`config.mk`:
```
export PLATFORM = sky130hd
export DESIGN_NAME = tl_ul_arbiter_flat
export DESIGN_NICKNAME = d
export VERILOG_FILES = /design/src/rtl/tl_ul_arbiter_if.sv /design/src/rtl/tl_ul_arbiter.sv /design/src/flat_wrapper.sv
export SDC_FILE = /design/constraint.sdc
export NUM_CORES = 1
export LEC_CHECK = 0
export CAP_MARGIN = 20
export CORE_AREA = 2 2 212 214
export CTS_CLUSTER_DIAMETER = 100
export CTS_CLUSTER_SIZE = 12
export DETAILED_ROUTE_END_ITERATION = 7
export DIE_AREA = 0 0 214 216
export HOLD_SLACK_MARGIN = 0.02
export MAX_ROUTING_LAYER = met4
export PLACE_DENSITY = 0.42
export SKIP_CTS_REPAIR_TIMING = 1
export SYNTH_ARGS = -nofsm -noshare
export SYNTH_HDL_FRONTEND = slang
export SYNTH_SLANG_ARGS = --single-unit
```
`constraint.sdc`:
```
create_clock -name clk -period 2.2 [get_ports clk]
set_input_delay 0.33 -clock clk [delete_from_list [all_inputs] [get_ports clk]]
set_output_delay 0.33 -clock clk [all_outputs]
set_load 0.05 [all_outputs]
```
`src/rtl/tl_ul_arbiter_if.sv`:
```
// Bus bundle for the TL-UL arbiter: N client ports on one side, one manager port on the other.
// The slave modport is the arbiter's view; the master modport is the clients and manager.
interface tl_ul_arbiter_if #(
  parameter int N_REQ        = 2,
  parameter int DATA_WIDTH   = 64,
  parameter int ADDR_WIDTH   = 32,
  parameter int SOURCE_WIDTH = 4,
  parameter int SINK_WIDTH   = 4,
  parameter int SIZE_WIDTH   = 4
);
  localparam int IDX_W   = (N_REQ > 1) ? $clog2(N_REQ) : 1;
  localparam int M_SRC_W = SOURCE_WIDTH + IDX_W;
  localparam int A_W_C   = 6 + SIZE_WIDTH + SOURCE_WIDTH + ADDR_WIDTH + DATA_WIDTH/8 + DATA_WIDTH + 1;
  localparam int A_W_M   = 6 + SIZE_WIDTH + M_SRC_W + ADDR_WIDTH + DATA_WIDTH/8 + DATA_WIDTH + 1;
  localparam int D_W_C   = 5 + SIZE_WIDTH + SOURCE_WIDTH + SINK_WIDTH + 1 + DATA_WIDTH + 1;
  localparam int D_W_M   = 5 + SIZE_WIDTH + M_SRC_W + SINK_WIDTH + 1 + DATA_WIDTH + 1;

  logic [N_REQ-1:0]       c_a_valid;
  logic [N_REQ*A_W_C-1:0] c_a_bits;
  logic [N_REQ-1:0]       c_a_ready;
  logic [N_REQ-1:0]       c_d_valid;
  logic [D_W_C-1:0]       c_d_bits;
  logic [N_REQ-1:0]       c_d_ready;
  logic                   m_a_valid;
  logic [A_W_M-1:0]       m_a_bits;
  logic                   m_a_ready;
  logic                   m_d_valid;
  logic [D_W_M-1:0]       m_d_bits;
  logic                   m_d_ready;

  modport slave (
    input  c_a_valid, c_a_bits, c_d_ready, m_a_ready, m_d_valid, m_d_bits,
    output c_a_ready, c_d_valid, c_d_bits, m_a_valid, m_a_bits, m_d_ready
  );

  modport master (
    output c_a_valid, c_a_bits, c_d_ready, m_a_ready, m_d_valid, m_d_bits,
    input  c_a_ready, c_d_valid, c_d_bits, m_a_valid, m_a_bits, m_d_ready
  );
endinterface

```
`src/rtl/tl_ul_arbiter.sv`:
```
// N-client to 1-manager TL-UL arbiter: round-robin A channel with stall lock,
// D routed back by source prefix, per-client outstanding throttling.
//
// state     | meaning
// ST_IDLE   | grant chosen combinationally from rr_ptr each cycle
// ST_LOCKED | manager stalled a beat; grant frozen in g_q until accepted
module tl_ul_arbiter #(
  parameter int N_REQ        = 2,
  parameter int DATA_WIDTH   = 64,
  parameter int ADDR_WIDTH   = 32,
  parameter int SOURCE_WIDTH = 4,
  parameter int SINK_WIDTH   = 4,
  parameter int SIZE_WIDTH   = 4,
  parameter int MAX_OUTST    = 4
) (
  input  logic              clk,
  input  logic              reset,
  tl_ul_arbiter_if.slave    bus,
  output logic              err_bad_source
);
  localparam int IDX_W   = (N_REQ > 1) ? $clog2(N_REQ) : 1;
  localparam int M_SRC_W = SOURCE_WIDTH + IDX_W;
  localparam int CNT_W   = $clog2(MAX_OUTST + 1);
  localparam int A_LO_W  = ADDR_WIDTH + DATA_WIDTH/8 + DATA_WIDTH + 1;
  localparam int A_HI_W  = 6 + SIZE_WIDTH;
  localparam int A_W_C   = A_HI_W + SOURCE_WIDTH + A_LO_W;
  localparam int D_LO_W  = SINK_WIDTH + DATA_WIDTH + 2;
  localparam int D_HI_W  = 5 + SIZE_WIDTH;
  localparam int D_W_M   = D_HI_W + M_SRC_W + D_LO_W;
  localparam logic [CNT_W-1:0] CNT_MAX = CNT_W'(MAX_OUTST);
  localparam logic [IDX_W:0]   N_REQ_L = (IDX_W+1)'(N_REQ);

  typedef enum logic {ST_IDLE, ST_LOCKED} state_t;

  state_t           state;
  logic [IDX_W-1:0] rr_ptr;
  logic [IDX_W-1:0] g_q;
  logic [IDX_W-1:0] sel;
  logic [IDX_W-1:0] d_idx;
  logic [CNT_W-1:0] outst [N_REQ];
  logic [N_REQ-1:0] elig;
  logic [N_REQ-1:0] inc;
  logic [N_REQ-1:0] dec;
  logic             any_elig;
  logic             a_hs;
  logic             d_hs;
  logic             d_bad;
  logic             d_in_range;
  logic             d_cnt_zero;
  logic [A_W_C-1:0] a_sel;

  // Round-robin pick: first eligible client at or after rr_ptr; lock overrides.
  always_comb begin
    elig     = '0;
    any_elig = 1'b0;
    sel      = rr_ptr;
    for (int i = 0; i < N_REQ; i++)
      elig[i] = bus.c_a_valid[i] && (outst[i] < CNT_MAX);
    for (int k = 0; k < N_REQ; k++) begin
      automatic int j = int'(rr_ptr) + k;
      if (j >= N_REQ) j = j - N_REQ;
      if (!any_elig && elig[j]) begin
        sel      = IDX_W'(j);
        any_elig = 1'b1;
      end
    end
    if (state == ST_LOCKED) sel = g_q;
  end

  always_comb begin
    a_sel = '0;
    for (int i = 0; i < N_REQ; i++)
      if (sel == IDX_W'(i)) a_sel = bus.c_a_bits[i*A_W_C +: A_W_C];
  end

  assign bus.m_a_valid = !reset && (state == ST_LOCKED || any_elig);
  assign bus.m_a_bits  = {a_sel[A_W_C-1 -: A_HI_W], sel,
                          a_sel[A_LO_W +: SOURCE_WIDTH], a_sel[A_LO_W-1:0]};
  assign a_hs          = bus.m_a_valid && bus.m_a_ready;

  assign d_idx      = bus.m_d_bits[D_LO_W + M_SRC_W - 1 -: IDX_W];
  assign d_in_range = {1'b0, d_idx} < N_REQ_L;

  always_comb begin
    d_cnt_zero = 1'b1;
    for (int i = 0; i < N_REQ; i++)
      if (d_idx == IDX_W'(i)) d_cnt_zero = (outst[i] == '0);
  end

  // A response nobody is waiting for is swallowed so the manager never hangs.
  assign d_bad = bus.m_d_valid && (!d_in_range || d_cnt_zero);

  always_comb begin
    bus.c_d_valid = '0;
    bus.m_d_ready = 1'b0;
    if (!reset) begin
      if (d_bad) begin
        bus.m_d_ready = 1'b1;
      end else begin
        for (int i = 0; i < N_REQ; i++)
          if (d_idx == IDX_W'(i)) begin
            bus.c_d_valid[i] = bus.m_d_valid;
            bus.m_d_ready    = bus.c_d_ready[i];
          end
      end
    end
  end

  assign d_hs         = bus.m_d_valid && bus.m_d_ready && !d_bad;
  assign bus.c_d_bits = {bus.m_d_bits[D_W_M-1 -: D_HI_W],
                         bus.m_d_bits[D_LO_W +: SOURCE_WIDTH], bus.m_d_bits[D_LO_W-1:0]};

  always_comb begin
    bus.c_a_ready = '0;
    inc           = '0;
    dec           = '0;
    for (int i = 0; i < N_REQ; i++) begin
      bus.c_a_ready[i] = a_hs && (sel == IDX_W'(i));
      inc[i]           = a_hs && (sel == IDX_W'(i));
      dec[i]           = d_hs && (d_idx == IDX_W'(i));
    end
  end

  always_ff @(posedge clk) begin
    if (reset) begin
      state          <= ST_IDLE;
      rr_ptr         <= '0;
      g_q            <= '0;
      err_bad_source <= 1'b0;
      for (int i = 0; i < N_REQ; i++) outst[i] <= '0;
    end else begin
      err_bad_source <= d_bad;
      case (state)
        ST_IDLE:
          if (bus.m_a_valid && !bus.m_a_ready) begin
            state <= ST_LOCKED;
            g_q   <= sel;
          end
        ST_LOCKED:
          if (bus.m_a_ready) state <= ST_IDLE;
        default: state <= ST_IDLE;
      endcase
      if (a_hs) rr_ptr <= (sel == IDX_W'(N_REQ-1)) ? '0 : sel + 1'b1;
      for (int i = 0; i < N_REQ; i++) begin
        if (inc[i] && !dec[i])
          outst[i] <= outst[i] + 1'b1;
        else if (dec[i] && !inc[i] && outst[i] != '0)
          outst[i] <= outst[i] - 1'b1;
      end
    end
  end
endmodule

```
`src/flat_wrapper.sv`:
```
// flat-port wrapper written by rule: the top's interface ports become plain ports
module tl_ul_arbiter_flat 
#(
  parameter int N_REQ        = 2,
  parameter int DATA_WIDTH   = 64,
  parameter int ADDR_WIDTH   = 32,
  parameter int SOURCE_WIDTH = 4,
  parameter int SINK_WIDTH   = 4,
  parameter int SIZE_WIDTH   = 4,
  parameter int MAX_OUTST    = 4
)
  (clk, reset, err_bad_source, bus_c_a_valid, bus_c_a_bits, bus_c_d_ready, bus_m_a_ready, bus_m_d_valid, bus_m_d_bits, bus_c_a_ready, bus_c_d_valid, bus_c_d_bits, bus_m_a_valid, bus_m_a_bits, bus_m_d_ready);
  tl_ul_arbiter_if #(.N_REQ(N_REQ), .DATA_WIDTH(DATA_WIDTH), .ADDR_WIDTH(ADDR_WIDTH), .SOURCE_WIDTH(SOURCE_WIDTH), .SINK_WIDTH(SINK_WIDTH), .SIZE_WIDTH(SIZE_WIDTH)) bus_i ();
  input  logic clk;
  input  logic reset;
  output logic err_bad_source;
  input wire logic [$bits(bus_i.c_a_valid)-1:0] bus_c_a_valid;
  input wire logic [$bits(bus_i.c_a_bits)-1:0] bus_c_a_bits;
  input wire logic [$bits(bus_i.c_d_ready)-1:0] bus_c_d_ready;
  input wire logic [$bits(bus_i.m_a_ready)-1:0] bus_m_a_ready;
  input wire logic [$bits(bus_i.m_d_valid)-1:0] bus_m_d_valid;
  input wire logic [$bits(bus_i.m_d_bits)-1:0] bus_m_d_bits;
  output wire logic [$bits(bus_i.c_a_ready)-1:0] bus_c_a_ready;
  output wire logic [$bits(bus_i.c_d_valid)-1:0] bus_c_d_valid;
  output wire logic [$bits(bus_i.c_d_bits)-1:0] bus_c_d_bits;
  output wire logic [$bits(bus_i.m_a_valid)-1:0] bus_m_a_valid;
  output wire logic [$bits(bus_i.m_a_bits)-1:0] bus_m_a_bits;
  output wire logic [$bits(bus_i.m_d_ready)-1:0] bus_m_d_ready;
  assign bus_i.c_a_valid = bus_c_a_valid;
  assign bus_i.c_a_bits = bus_c_a_bits;
  assign bus_i.c_d_ready = bus_c_d_ready;
  assign bus_i.m_a_ready = bus_m_a_ready;
  assign bus_i.m_d_valid = bus_m_d_valid;
  assign bus_i.m_d_bits = bus_m_d_bits;
  assign bus_c_a_ready = bus_i.c_a_ready;
  assign bus_c_d_valid = bus_i.c_d_valid;
  assign bus_c_d_bits = bus_i.c_d_bits;
  assign bus_m_a_valid = bus_i.m_a_valid;
  assign bus_m_a_bits = bus_i.m_a_bits;
  assign bus_m_d_ready = bus_i.m_d_ready;
  tl_ul_arbiter #(.N_REQ(N_REQ), .DATA_WIDTH(DATA_WIDTH), .ADDR_WIDTH(ADDR_WIDTH), .SOURCE_WIDTH(SOURCE_WIDTH), .SINK_WIDTH(SINK_WIDTH), .SIZE_WIDTH(SIZE_WIDTH), .MAX_OUTST(MAX_OUTST)) u_core (.clk(clk), .reset(reset), .bus(bus_i), .err_bad_source(err_bad_source));
endmodule
```
==> results.json, run 1 <==
{
  "dr.pass1.iters": 4,
  "pre_cts_slack_ns": -0.409,
  "syn_avg_cell_area_um2": 5.22,
  "die-area_um2": 46200,
  "first_global_vias": 4486,
  "synth_common_cells": "nand2_1, buf_4, buf_2, buf_6, nor3_1",
  "max_cap_violations": 0,
  "instances_no_fill": 1450,
  "slew_headroom_pct": 65.3,
  "violations": "setup timing",
  "holdPathEnd": "u_core.g_q$_SDFFE_PP0P_",
  "vias_per_cell": 3.11,
  "setup_slack_ns": -0.216,
  "synth_nets": 880,
  "drcViolationCount": 0,
  "yosysWarningCount": 0,
  "clk_path_buf_depth": 2,
  "power.density_nw_per_um2": 575,
  "syn_to_final_growth_pct": 175,
  "track_usage_pct": 6.54,
  "cts_buffers": 3,
  "min_path_cells": 2,
  "worstReg2RegStart": "u_core.outst[1][2]$_DFFE_PP_",
  "path_class": "flop to output port",
  "finalCriticalPeriod_ns": 2.42,
  "hold_path.class": "flop to flop",
  "drtIter0Drc": 158,
  "synth_cells": 546,
  "async_flop_share_pct": 0,
  "gp_congestion": 0.871,
  "max_stage_delay_ns": 0.39,
  "worst-endpoint-arrival_ns": 2.09,
  "crit_slowest_cell": "edfxtp_1",
  "worst_pin_slew_ns": 0.519,
  "nNetsFinal": 1193,
  "finalHoldViolCount": 0,
  "design_area_um2": 7840,
  "cts_tree": "yes",
  "routedWlPerCell_um": 12.1,
  "cts-root-buf": "clkbuf_16",
  "dp.cells": 1437,
  "grt_remaining_overflow": 0,
  "io_pins": 540,
  "portBuffers": 373,
  "synth_area_leaders": "nand2_1, buf_4, edfxtp_1",
  "final_core_util_pct": 17.9,
  "die_w_um": 214,
  "crit_required_ns": 1.87,
  "r2r_cells": 8,
  "reg2reg_setup_slack_ns": 0,
  "cp-end-kind": "output port",
  "grt_first_pass_wirelength_um": 23800,
  "fmax_mhz": 414,
  "grt_max_degree": 60,
  "crit_chain": "nand2b_4 -> maj3_2 -> o21a_4 -> buf_4 -> buf_16 -> nand2_1 -> nand2_1 -> buf_6",
  "synth_largest_area_cell": "nand2_1",
  "dpl-instance-area_um2": 6820,
  "synth_edf_count": 6,
  "diodes": 0,
  "drive_gt1_share_pct": 35.3,
  "insertion_delay_ns": 0.24,
  "startpoint_type": "flop",
  "grt_setup_unrepaired": "yes",
  "cp_common_cell": "nand2_1",
  "setup_viol": 121,
  "seq_area_frac_synth_pct": 9.13,
  "vias": 4513,
  "post-synth-top-area-fraction_pct": 47.7,
  "totalWireLength_um": 17600,
  "row_count": 77,
  "r2r-end": "u_core.outst[0][2]$_SDFFCE_PN0P_",
  "status": "complete, but fails checks",
  "period_share_pct": 110,
  "slew_viol_final": 0,
  "ant_nets": 0,
  "synth.most_common_cell": "nand2_1",
  "htreeDepth": 1,
  "hpwlAfterDp_um": 13700,
  "syn_area_um2": 2850,
  "synth_cell_type_count": 37,
  "skew_ns": 0.00328,
  "worstHoldStart": "u_core.g_q$_SDFFE_PP0P_",
  "peakVddDrop_mv": 0.269,
  "crit_fanout": 22,
  "clk_pin_slew_ns": 0.04,
  "fp.coreArea_um2": 43800,
  "ys.flop_type": "edfxtp_1",
  "leakage_nw": 3.50,
  "p_total_w": 0.00451,
  "dieHeight_um": 216,
  "antenna_found_initial": 0,
  "start_util_pct": 6.50,
  "synth-seq-cells": 10,
  "cts_sinks": 10
}
==> cell type report <==
| class | instances | area [um2] |
|---|---|---|
| sequential | 10 | 260 |
| inverter | 8 | 42.5 |
| clock buffer | 4 | 88.8 |
| fill | 4902 | 36000 |
| multi-input combinational | 416 | 2110 |
| timing repair buffer | 420 | 4600 |
| tap | 592 | 741 |
==> per-stage QoR <==
stage                     hold slack, ns  TNS, ns
after CTS                          0.523   -39.58
after floorplan                    0.402   -0.121
after global placement             0.511   -39.33
final                              0.517   -17.93
after global routing               0.540   -30.46
after detailed placement           0.517   -40.88
==> state kept, by name, summed over array words and instances, names as in the netlist <==
register               cells
u_core.rr_ptr              1
u_core.err_bad_source      1
u_core.state               1
u_core.outst               6
u_core.g_q                 1
==> layout by cell type, fill, tap and decap left out, types with 2 or more instances in the layout <==
| cell type | count |
|---|---|
| a21oi_1 | 4 |
| clkbuf_16 | 10 |
| inv_1 | 7 |
| ha_1 | 3 |
| dfxtp_1 | 4 |
| edfxtp_1 | 6 |
| xnor2_1 | 2 |
| nand2b_1 | 2 |
| nor3_1 | 8 |
| o21ai_0 | 2 |
| buf_16 | 2 |
| nand2_1 | 247 |
| clkdlybuf4s50_1 | 245 |
| nand3_1 | 2 |
| nor2b_1 | 3 |
| buf_4 | 64 |
| buf_12 | 10 |
| nand2_2 | 107 |
| buf_8 | 53 |
| a31oi_1 | 2 |
| nor2_4 | 2 |
| o22ai_1 | 2 |
| nand2_4 | 8 |
| nor2_1 | 4 |
| dlymetal6s2s_1 | 2 |
| buf_6 | 37 |
==> worst max-delay path, delay by kind of cell, from the launching register on <==
family | cells | cell delay [ns]
AO/OA/AOI/OAI | 1 | 0.25
adder cells (fa/ha/maj) | 1 | 0.31
buffers and inverters | 3 | 0.54
flip-flops | 1 | 0.39
AND/OR/NAND/NOR | 3 | 0.33
==> report_power, final <==
part	switching [W]	internal, W
Clock	0.0000875	0.000274
Combinational	0.00228	0.00163
Sequential	0.0000125	0.000220
Total	0.00238	0.00212
==> logic make-up (layout without fill, tap and decap cells) <==
kind of cell	Yosys count	after routing	synth area share [%]
muxes	2	2	0.746
DFF	10	10	9.13
adders and majority gates	5	5	2.41
buffers and inverters	120	432	30.1
and+or+nand+nor	387	387	52.3
AOI/OAI and AO/OA	19	19	4.30
xor gates and xnor gates	3	3	0.922
==> worst max path at each step <==
stage	startpoint	cells after the start	slack, ns	to
after global placement	bus_c_a_valid[0]	9	-0.39	u_core.outst[0][2]$_SDFFCE_PN0P_
after detailed placement	bus_c_a_valid[0]	9	-0.41	u_core.outst[0][2]$_SDFFCE_PN0P_
final	u_core.outst[1][2]$_DFFE_PP_	8	-0.22	bus_m_a_bits[111]
after floorplan	u_core.outst[1][2]$_DFFE_PP_	9	-0.12	u_core.outst[0][2]$_SDFFCE_PN0P_
after global routing	u_core.outst[1][2]$_DFFE_PP_	8	-0.30	bus_m_a_bits[111]
after CTS	bus_c_a_valid[0]	9	-0.40	bus_m_a_bits[27]
==> metal layers <==
layer	part of all wire, %	track usage, %	vias to the layer above
li1	-	-	2206
met1	37	6.72	1912
met2	50	11.7	373
met3	11	2.69	22
met4	2.7	1.31	0
met5	0	-	-
Power figures use the tool's default switching activity.
==> run 2: changes to the inputs <==
- GPL_ROUTABILITY_DRIVEN: unset -> 0
==> results of run 2 <==
No change in the layout: final DEF, timing and power equal those of run 1.
